$ cat config.mk
export PLATFORM = sky130hd
export DESIGN_NAME = regfile_wb_scheduler
export DESIGN_NICKNAME = d
export VERILOG_FILES = /design/src/rtl/regfile_wb_scheduler_pkg.sv /design/src/rtl/regfile_wb_scheduler_rr_arbiter.sv /design/src/rtl/regfile_wb_scheduler.sv
export SDC_FILE = /design/constraint.sdc
export NUM_CORES = 1
export LEC_CHECK = 0
export BUFFER_PORTS_ARGS = -buffer_cell sky130_fd_sc_hd__buf_2
export CORE_MARGIN = 1.5
export CORE_UTILIZATION = 52
export CTS_BUF_LIST = sky130_fd_sc_hd__clkbuf_2 sky130_fd_sc_hd__clkbuf_4 sky130_fd_sc_hd__clkbuf_8
export CTS_CLUSTER_SIZE = 25
export DETAILED_ROUTE_END_ITERATION = 8
export GPL_ROUTABILITY_DRIVEN = 1
export HOLD_SLACK_MARGIN = 0.15
export PLACE_DENSITY = 0.89
export SLEW_MARGIN = 25
export SYNTH_ARGS = -nofsm -noshare
export SYNTH_HDL_FRONTEND = slang
export SYNTH_SLANG_ARGS = --single-unit
$ cat constraint.sdc
create_clock -name clk -period 3.3 [get_ports clk]
set_clock_uncertainty 0.05 [all_clocks]
set_input_delay 0.165 -clock clk [delete_from_list [all_inputs] [get_ports clk]]
set_output_delay 0.165 -clock clk [all_outputs]
set_load 0.02 [all_outputs]
$ cat src/rtl/regfile_wb_scheduler_pkg.sv
// Shared definitions for the register-file writeback scheduler.
package regfile_wb_scheduler_pkg;

  localparam int unsigned REG_AW   = 5;
  localparam int unsigned XLEN     = 32;
  localparam int unsigned NUM_REGS = 32;

  // Fixed writeback source slots on the arbiter
  localparam int unsigned SRC_ALU = 0;
  localparam int unsigned SRC_LSU = 1;
  localparam int unsigned SRC_MDU = 2;

  typedef struct packed {
    logic [REG_AW-1:0] rd;
    logic [XLEN-1:0]   data;
  } wb_req_t;

endpackage

$ cat src/rtl/regfile_wb_scheduler_rr_arbiter.sv
// Round-robin arbiter: the search starts just after the last grantee (i_ptr).
module rr_arbiter #(
  parameter int unsigned N  = 3,
  parameter int unsigned IW = (N > 1) ? $clog2(N) : 1
) (
  input  logic [N-1:0]  i_req,
  input  logic [IW-1:0] i_ptr,
  output logic [N-1:0]  o_grant,
  output logic [IW-1:0] o_grant_idx,
  output logic          o_grant_valid
);

  // Two ascending passes: indices above the pointer first, then wrap around
  always_comb begin
    o_grant       = '0;
    o_grant_idx   = '0;
    o_grant_valid = 1'b0;
    for (int unsigned i = 0; i < N; i++) begin
      if (!o_grant_valid && i_req[i] && (i > 32'(i_ptr))) begin
        o_grant[i]    = 1'b1;
        o_grant_idx   = IW'(i);
        o_grant_valid = 1'b1;
      end
    end
    for (int unsigned i = 0; i < N; i++) begin
      if (!o_grant_valid && i_req[i] && (i <= 32'(i_ptr))) begin
        o_grant[i]    = 1'b1;
        o_grant_idx   = IW'(i);
        o_grant_valid = 1'b1;
      end
    end
  end

endmodule

$ cat src/rtl/regfile_wb_scheduler.sv
// Writeback scheduler: arbitrates writeback sources onto the single register
// file write port and tracks pending destinations to stall hazardous issues.
module regfile_wb_scheduler #(
  parameter int unsigned NUM_SRC = 3,
  parameter int unsigned XLEN    = 32,
  parameter int unsigned REG_AW  = 5
) (
  input  logic                     clk,
  input  logic                     rst_n,
  input  logic                     issue_valid,
  input  logic [REG_AW-1:0]        issue_rd,
  input  logic [REG_AW-1:0]        issue_rs1,
  input  logic [REG_AW-1:0]        issue_rs2,
  output logic                     issue_stall,
  input  logic [NUM_SRC-1:0]       wb_valid,
  input  logic [NUM_SRC*REG_AW-1:0] wb_rd,
  input  logic [NUM_SRC*XLEN-1:0]  wb_data,
  output logic [NUM_SRC-1:0]       wb_ready,
  output logic [REG_AW-1:0]        rf_a3,
  output logic [XLEN-1:0]          rf_wd,
  output logic                     rf_wen,
  output logic [31:0]              pending
);

  import regfile_wb_scheduler_pkg::*;

  localparam int unsigned PW = (NUM_SRC > 1) ? $clog2(NUM_SRC) : 1;

  logic [PW-1:0]       r_rr_ptr;
  logic [NUM_SRC-1:0]  w_grant;
  logic [PW-1:0]       w_gidx;
  logic                w_gvalid;
  logic [REG_AW-1:0]   w_sel_rd;
  logic [XLEN-1:0]     w_sel_data;
  logic                w_sel_wr;
  logic [REG_AW-1:0]   r_a3;
  logic [XLEN-1:0]     r_wd;
  logic                r_wen;
  logic [NUM_REGS-1:0] r_pending;
  logic [NUM_REGS-1:0] w_pend_nxt;
  logic                w_issue_set;

  rr_arbiter #(
    .N  (NUM_SRC),
    .IW (PW)
  ) u_arb (
    .i_req         (wb_valid),
    .i_ptr         (r_rr_ptr),
    .o_grant       (w_grant),
    .o_grant_idx   (w_gidx),
    .o_grant_valid (w_gvalid)
  );

  assign wb_ready = w_grant;

  // Select the granted source's destination and data
  always_comb begin
    w_sel_rd   = '0;
    w_sel_data = '0;
    for (int unsigned i = 0; i < NUM_SRC; i++) begin
      if (w_grant[i]) begin
        w_sel_rd   = wb_rd[i*REG_AW +: REG_AW];
        w_sel_data = wb_data[i*XLEN +: XLEN];
      end
    end
  end

  // x0 writebacks are consumed but never reach the register file
  assign w_sel_wr = w_gvalid && (w_sel_rd != '0);

  // Round-robin pointer remembers the last grantee; holds when idle
  always_ff @(posedge clk or negedge rst_n) begin
    if (!rst_n) begin
      r_rr_ptr <= PW'(NUM_SRC - 1);
    end else if (w_gvalid) begin
      r_rr_ptr <= w_gidx;
    end
  end

  // Write stage: one-cycle registered path to the register file port
  always_ff @(posedge clk or negedge rst_n) begin
    if (!rst_n) begin
      r_wen <= 1'b0;
      r_a3  <= '0;
      r_wd  <= '0;
    end else begin
      r_wen <= w_sel_wr;
      if (w_sel_wr) begin
        r_a3 <= w_sel_rd;
        r_wd <= w_sel_data;
      end
    end
  end

  assign rf_wen = r_wen;
  assign rf_a3  = r_a3;
  assign rf_wd  = r_wd;

  // Stall when any named register still has a write outstanding
  assign issue_stall = issue_valid &&
                       (r_pending[issue_rs1] || r_pending[issue_rs2] || r_pending[issue_rd]);
  assign w_issue_set = issue_valid && !issue_stall && (issue_rd != '0);

  // Next scoreboard: commit clears first, so a same-index issue set wins
  always_comb begin
    w_pend_nxt = r_pending;
    if (r_wen && (r_a3 != '0)) begin
      w_pend_nxt[r_a3] = 1'b0;
    end
    if (w_issue_set) begin
      w_pend_nxt[issue_rd] = 1'b1;
    end
    w_pend_nxt[0] = 1'b0;
  end

  // Scoreboard register
  always_ff @(posedge clk or negedge rst_n) begin
    if (!rst_n) begin
      r_pending <= '0;
    end else begin
      r_pending <= w_pend_nxt;
    end
  end

  assign pending = r_pending;

endmodule

==> results.sh <==
export IMPL_number_of_enable_flip_flop_cells_after_synthesis=0
export IMPL_vias_per_cell=6.64
export IMPL_clkSinkCount=71
export IMPL_timing_final_setup_violations=0
export IMPL_drt_first_iter_violations=771
export IMPL_worst_slew_pin_transition_ps=784
export IMPL_cp_data_arrival_time_ps=3450
export IMPL_postLayoutCellArea_um2=6270
export IMPL_core_um2=7770
export IMPL_grt_setup_unrepaired="no"
export IMPL_power_static_leakage_nw=3.18
export IMPL_timing_hold_violations_final=0
export IMPL_path_cells="dlygate4sd3_1, buf_2, nor2b_4, o22ai_1, and2_4, a222oi_1, buf_4, dlygate4sd3_1, nand3_1, o21ai_1, dlygate4sd3_1"
export IMPL_antenna_violating_nets_post_route=0
export IMPL_post_route_drc_count=0
export IMPL_synth_cells_most_frequent="71 x sky130_fd_sc_hd__o21ai_0, 70 x sky130_fd_sc_hd__dfrtp_1, 51 x sky130_fd_sc_hd__mux2i_1, 41 x sky130_fd_sc_hd__inv_1, 37 x sky130_fd_sc_hd__a222oi_1"
export IMPL_grt_ovfl_total=0
export IMPL_seq_area_frac_synth=0.424
export IMPL_max_clock_freq_mhz=310
export IMPL_hold_class="input pin to register"
export IMPL_cts_buffers_inserted=9
export IMPL_antenna_found_initial=3
export IMPL_cellPowerDensity_nw_per_um2=671
export IMPL_rr_worst_depth=8
export IMPL_dpl_instance_area_um2=5270
export IMPL_setup_tns_final_ps=0
export IMPL_post_route_cells_drive_above_1_share=0.382
export IMPL_fin_util=0.808
export IMPL_p_total_mw=4.21
export IMPL_category_of_the_most_critical_setup_path="input pin to register"
export IMPL_area_growth_synth_to_final_pct=49.6
export IMPL_worst_path_largest_cell_delay_ps=600
export IMPL_die_h_um=92.8
export IMPL_synth_cell_type_count=40
export IMPL_synth_main_ff_cell="sky130_fd_sc_hd__dfrtp_1"
export IMPL_mappedNetlistArea_um2=4200
export IMPL_max_cap_violations=0
export IMPL_timing_slew_headroom=0.477
export IMPL_worstSkewPairLatency_ps=350
export IMPL_synth_top_cells_by_area="sky130_fd_sc_hd__dfrtp_1 42%, sky130_fd_sc_hd__mux2i_1 12%, sky130_fd_sc_hd__a222oi_1 8.8%"
export IMPL_required_ps=3530
export IMPL_outcome="finished clean"
export IMPL_holdPathStages=3
export IMPL_drt_wirelength_per_cell_um=23.2
export IMPL_crit_path_start_kind="input pin"
export IMPL_postSynthNetCount=529
export IMPL_ctsRootBufferMaster="sky130_fd_sc_hd__clkbuf_8"
export IMPL_place_congestion=0.989
export IMPL_grt_pass1_wl_mm=27.6
export IMPL_fraction_of_registers_with_async_set_reset=1.00
export IMPL_postSynthAreaPerCell_um2=10.6
export IMPL_dr_pass1_iters=9
export IMPL_timing_final_crit_share=0.977
export IMPL_die_area_um2=8620
export IMPL_first_global_vias=5206
export IMPL_synth_largest_type_area_fraction=0.418
export IMPL_grt_start_max_net_pins=37
export IMPL_cts_buffer_depth=2
export IMPL_placement_io_buffers=204
export IMPL_vdd_ir_drop_max_v=0.000507
export IMPL_die_w_um=92.8
export IMPL_postSynthCellCount=397
export IMPL_tritoncts_clock_tree="yes"
export IMPL_synth_most_common_cell="sky130_fd_sc_hd__o21ai_0"
export IMPL_pin_count=206
export IMPL_start_util=0.540
export IMPL_place_detailed_hpwl_mm=10.2
export IMPL_timing_critical_path_mode_cell="sky130_fd_sc_hd__dlygate4sd3_1"
export IMPL_vias=5180
export IMPL_slew_violations=0
export IMPL_drt_total_wl_mm=18.1
export IMPL_nets=803
export IMPL_ys_seq_elements=71
export IMPL_crit_path_buf_inv_count=5
export IMPL_worstSetupEndpointType="register"
export IMPL_critical_path_s_top_delay_family="buffers and inverters"
export IMPL_cts_max_level=3
export IMPL_timing_final_crit_period_ps=3220
export IMPL_crit_slowest_cell="sky130_fd_sc_hd__dlygate4sd3_1"
export IMPL_number_of_warnings_issued_by_yosys=0
export IMPL_netlist_top_cell_by_area="sky130_fd_sc_hd__dfrtp_1"
export IMPL_critical_path_depth=11
export IMPL_cts_reportedPaths_clkPinSlew_ps=70
export IMPL_grt_usage=0.422
export IMPL_critical_path_peak_fanout=9
export IMPL_num_rows=32
## timing repair
| item | 4_1_cts | 5_1_grt |
|---|---|---|
| gates resized for setup | 0 | 5 |
| endpoints found under the setup margin | 0 | 1 |
| hold endpoints to repair | 74 | 0 |
| buffers inserted | 0 | 1 |
| hold buffers | 79 | 0 |
## logic make-up (layout without fill, tap and decap cells)
family,count (synthesis),count (layout),synth area share
muxes,69,69,0.210
buffers and inverters,67,345,0.0635
other,1,4,0.000894
DFF,71,71,0.424
AOI/OAI and AO/OA,130,130,0.217
and+or+nand+nor,59,59,0.0850
## placed cells by master (no fill, tap or decap), types with 2 or more instances in the layout
cell	count
sky130_fd_sc_hd__mux4_2	15
sky130_fd_sc_hd__or3b_2	2
sky130_fd_sc_hd__o21ai_0	69
sky130_fd_sc_hd__o32ai_1	2
sky130_fd_sc_hd__nand2_1	9
sky130_fd_sc_hd__a222oi_1	37
sky130_fd_sc_hd__nand3_2	2
sky130_fd_sc_hd__buf_2	204
sky130_fd_sc_hd__nand3_1	13
sky130_fd_sc_hd__a221oi_1	2
sky130_fd_sc_hd__diode_2	3
sky130_fd_sc_hd__a22o_1	2
sky130_fd_sc_hd__nand3b_1	3
sky130_fd_sc_hd__o21ai_1	2
sky130_fd_sc_hd__inv_1	41
sky130_fd_sc_hd__nand2b_1	2
sky130_fd_sc_hd__o21a_1	2
sky130_fd_sc_hd__nor2_1	10
sky130_fd_sc_hd__dfrtp_1	70
sky130_fd_sc_hd__clkbuf_4	2
sky130_fd_sc_hd__dlygate4sd3_1	79
sky130_fd_sc_hd__o221ai_1	6
sky130_fd_sc_hd__clkinv_2	2
sky130_fd_sc_hd__clkbuf_8	9
sky130_fd_sc_hd__nor2b_1	7
sky130_fd_sc_hd__buf_4	6
sky130_fd_sc_hd__mux2i_1	51
sky130_fd_sc_hd__or2_2	2
sky130_fd_sc_hd__o2bb2ai_1	2
sky130_fd_sc_hd__mux2_2	3
sky130_fd_sc_hd__o22ai_1	2
## worst paths after layout
| kind | start | end | slack, ps |
|---|---|---|---|
| min in group asynchronous | rst_n | pending[3]$_DFF_PN0_ | 380 |
| worst max-delay path | wb_valid[1] | rf_a3[1]$_DFFE_PN0P_ | 80 |
| max in group asynchronous | rst_n | r_rr_ptr[1]$_DFFE_PN1P_ | 1810 |
| worst min-delay path | wb_valid[0] | r_rr_ptr[0]$_DFFE_PN0P_ | 190 |
| worst min register to register | rf_wd[21]$_DFFE_PN0P_ | rf_wd[21]$_DFFE_PN0P_ | 490 |
| worst max register to register | r_rr_ptr[1]$_DFFE_PN1P_ | rf_a3[1]$_DFFE_PN0P_ | 150 |
## area by class of cell
cell class                      instances  area, µm²
Fill cell                             439       1490
Clock buffer                           11        139
Sequential cell                        71       1780
Clock inverter                          4       47.5
Timing Repair Buffer                  289       1860
Inverter                               41        154
Tap cell                              102        128
Multi-Input combinational cell        259       2160
Antenna cell                            3       7.51
## metal layers
metal / GRT usage / up-vias / share of wire
li1: - / 2090 / -
met1: 0.508 / 2427 / 0.34
met2: 0.691 / 542 / 0.47
met3: 0.0903 / 121 / 0.12
met4: 0.254 / 0 / 0.070
met5: 0 / - / 0
## stage by stage
| step | worst slack [ps] | std cells | hold WS, ps |
|---|---|---|---|
| CTS | 209 | 776 | 181 |
| floorplan | 950 | 397 | -181 |
| detailed placement | 725 | 682 | 224 |
| global placement | 805 | 682 | 213 |
| global route | 47.7 | 780 | 207 |
| finish | 76.2 | 780 | 189 |
## worst register-to-register path, stage by stage (launching register included)
cell and delay [ps]:
sky130_fd_sc_hd__dfstp_2 600, sky130_fd_sc_hd__nor2_1 70, sky130_fd_sc_hd__a22o_1 350, sky130_fd_sc_hd__a222oi_1 340
sky130_fd_sc_hd__buf_4 190, sky130_fd_sc_hd__dlygate4sd3_1 590, sky130_fd_sc_hd__nand3_1 90, sky130_fd_sc_hd__o21ai_1 200
sky130_fd_sc_hd__dlygate4sd3_1 600
## power breakdown
| group | total (mW) | switching, mW | internal (mW) |
|---|---|---|---|
| clock network | 0.685 | 0.326 | 0.360 |
| registers | 1.56 | 0.395 | 1.17 |
| logic | 1.96 | 1.12 | 0.842 |
| total | 4.21 | 1.84 | 2.37 |
## flip-flops by register name, summed over array words and instances (netlist names)
signal    count
r_rr_ptr      2
rf_a3         5
rf_wen        1
pending      31
rf_wd        32
Power figures use the tool's default switching activity.
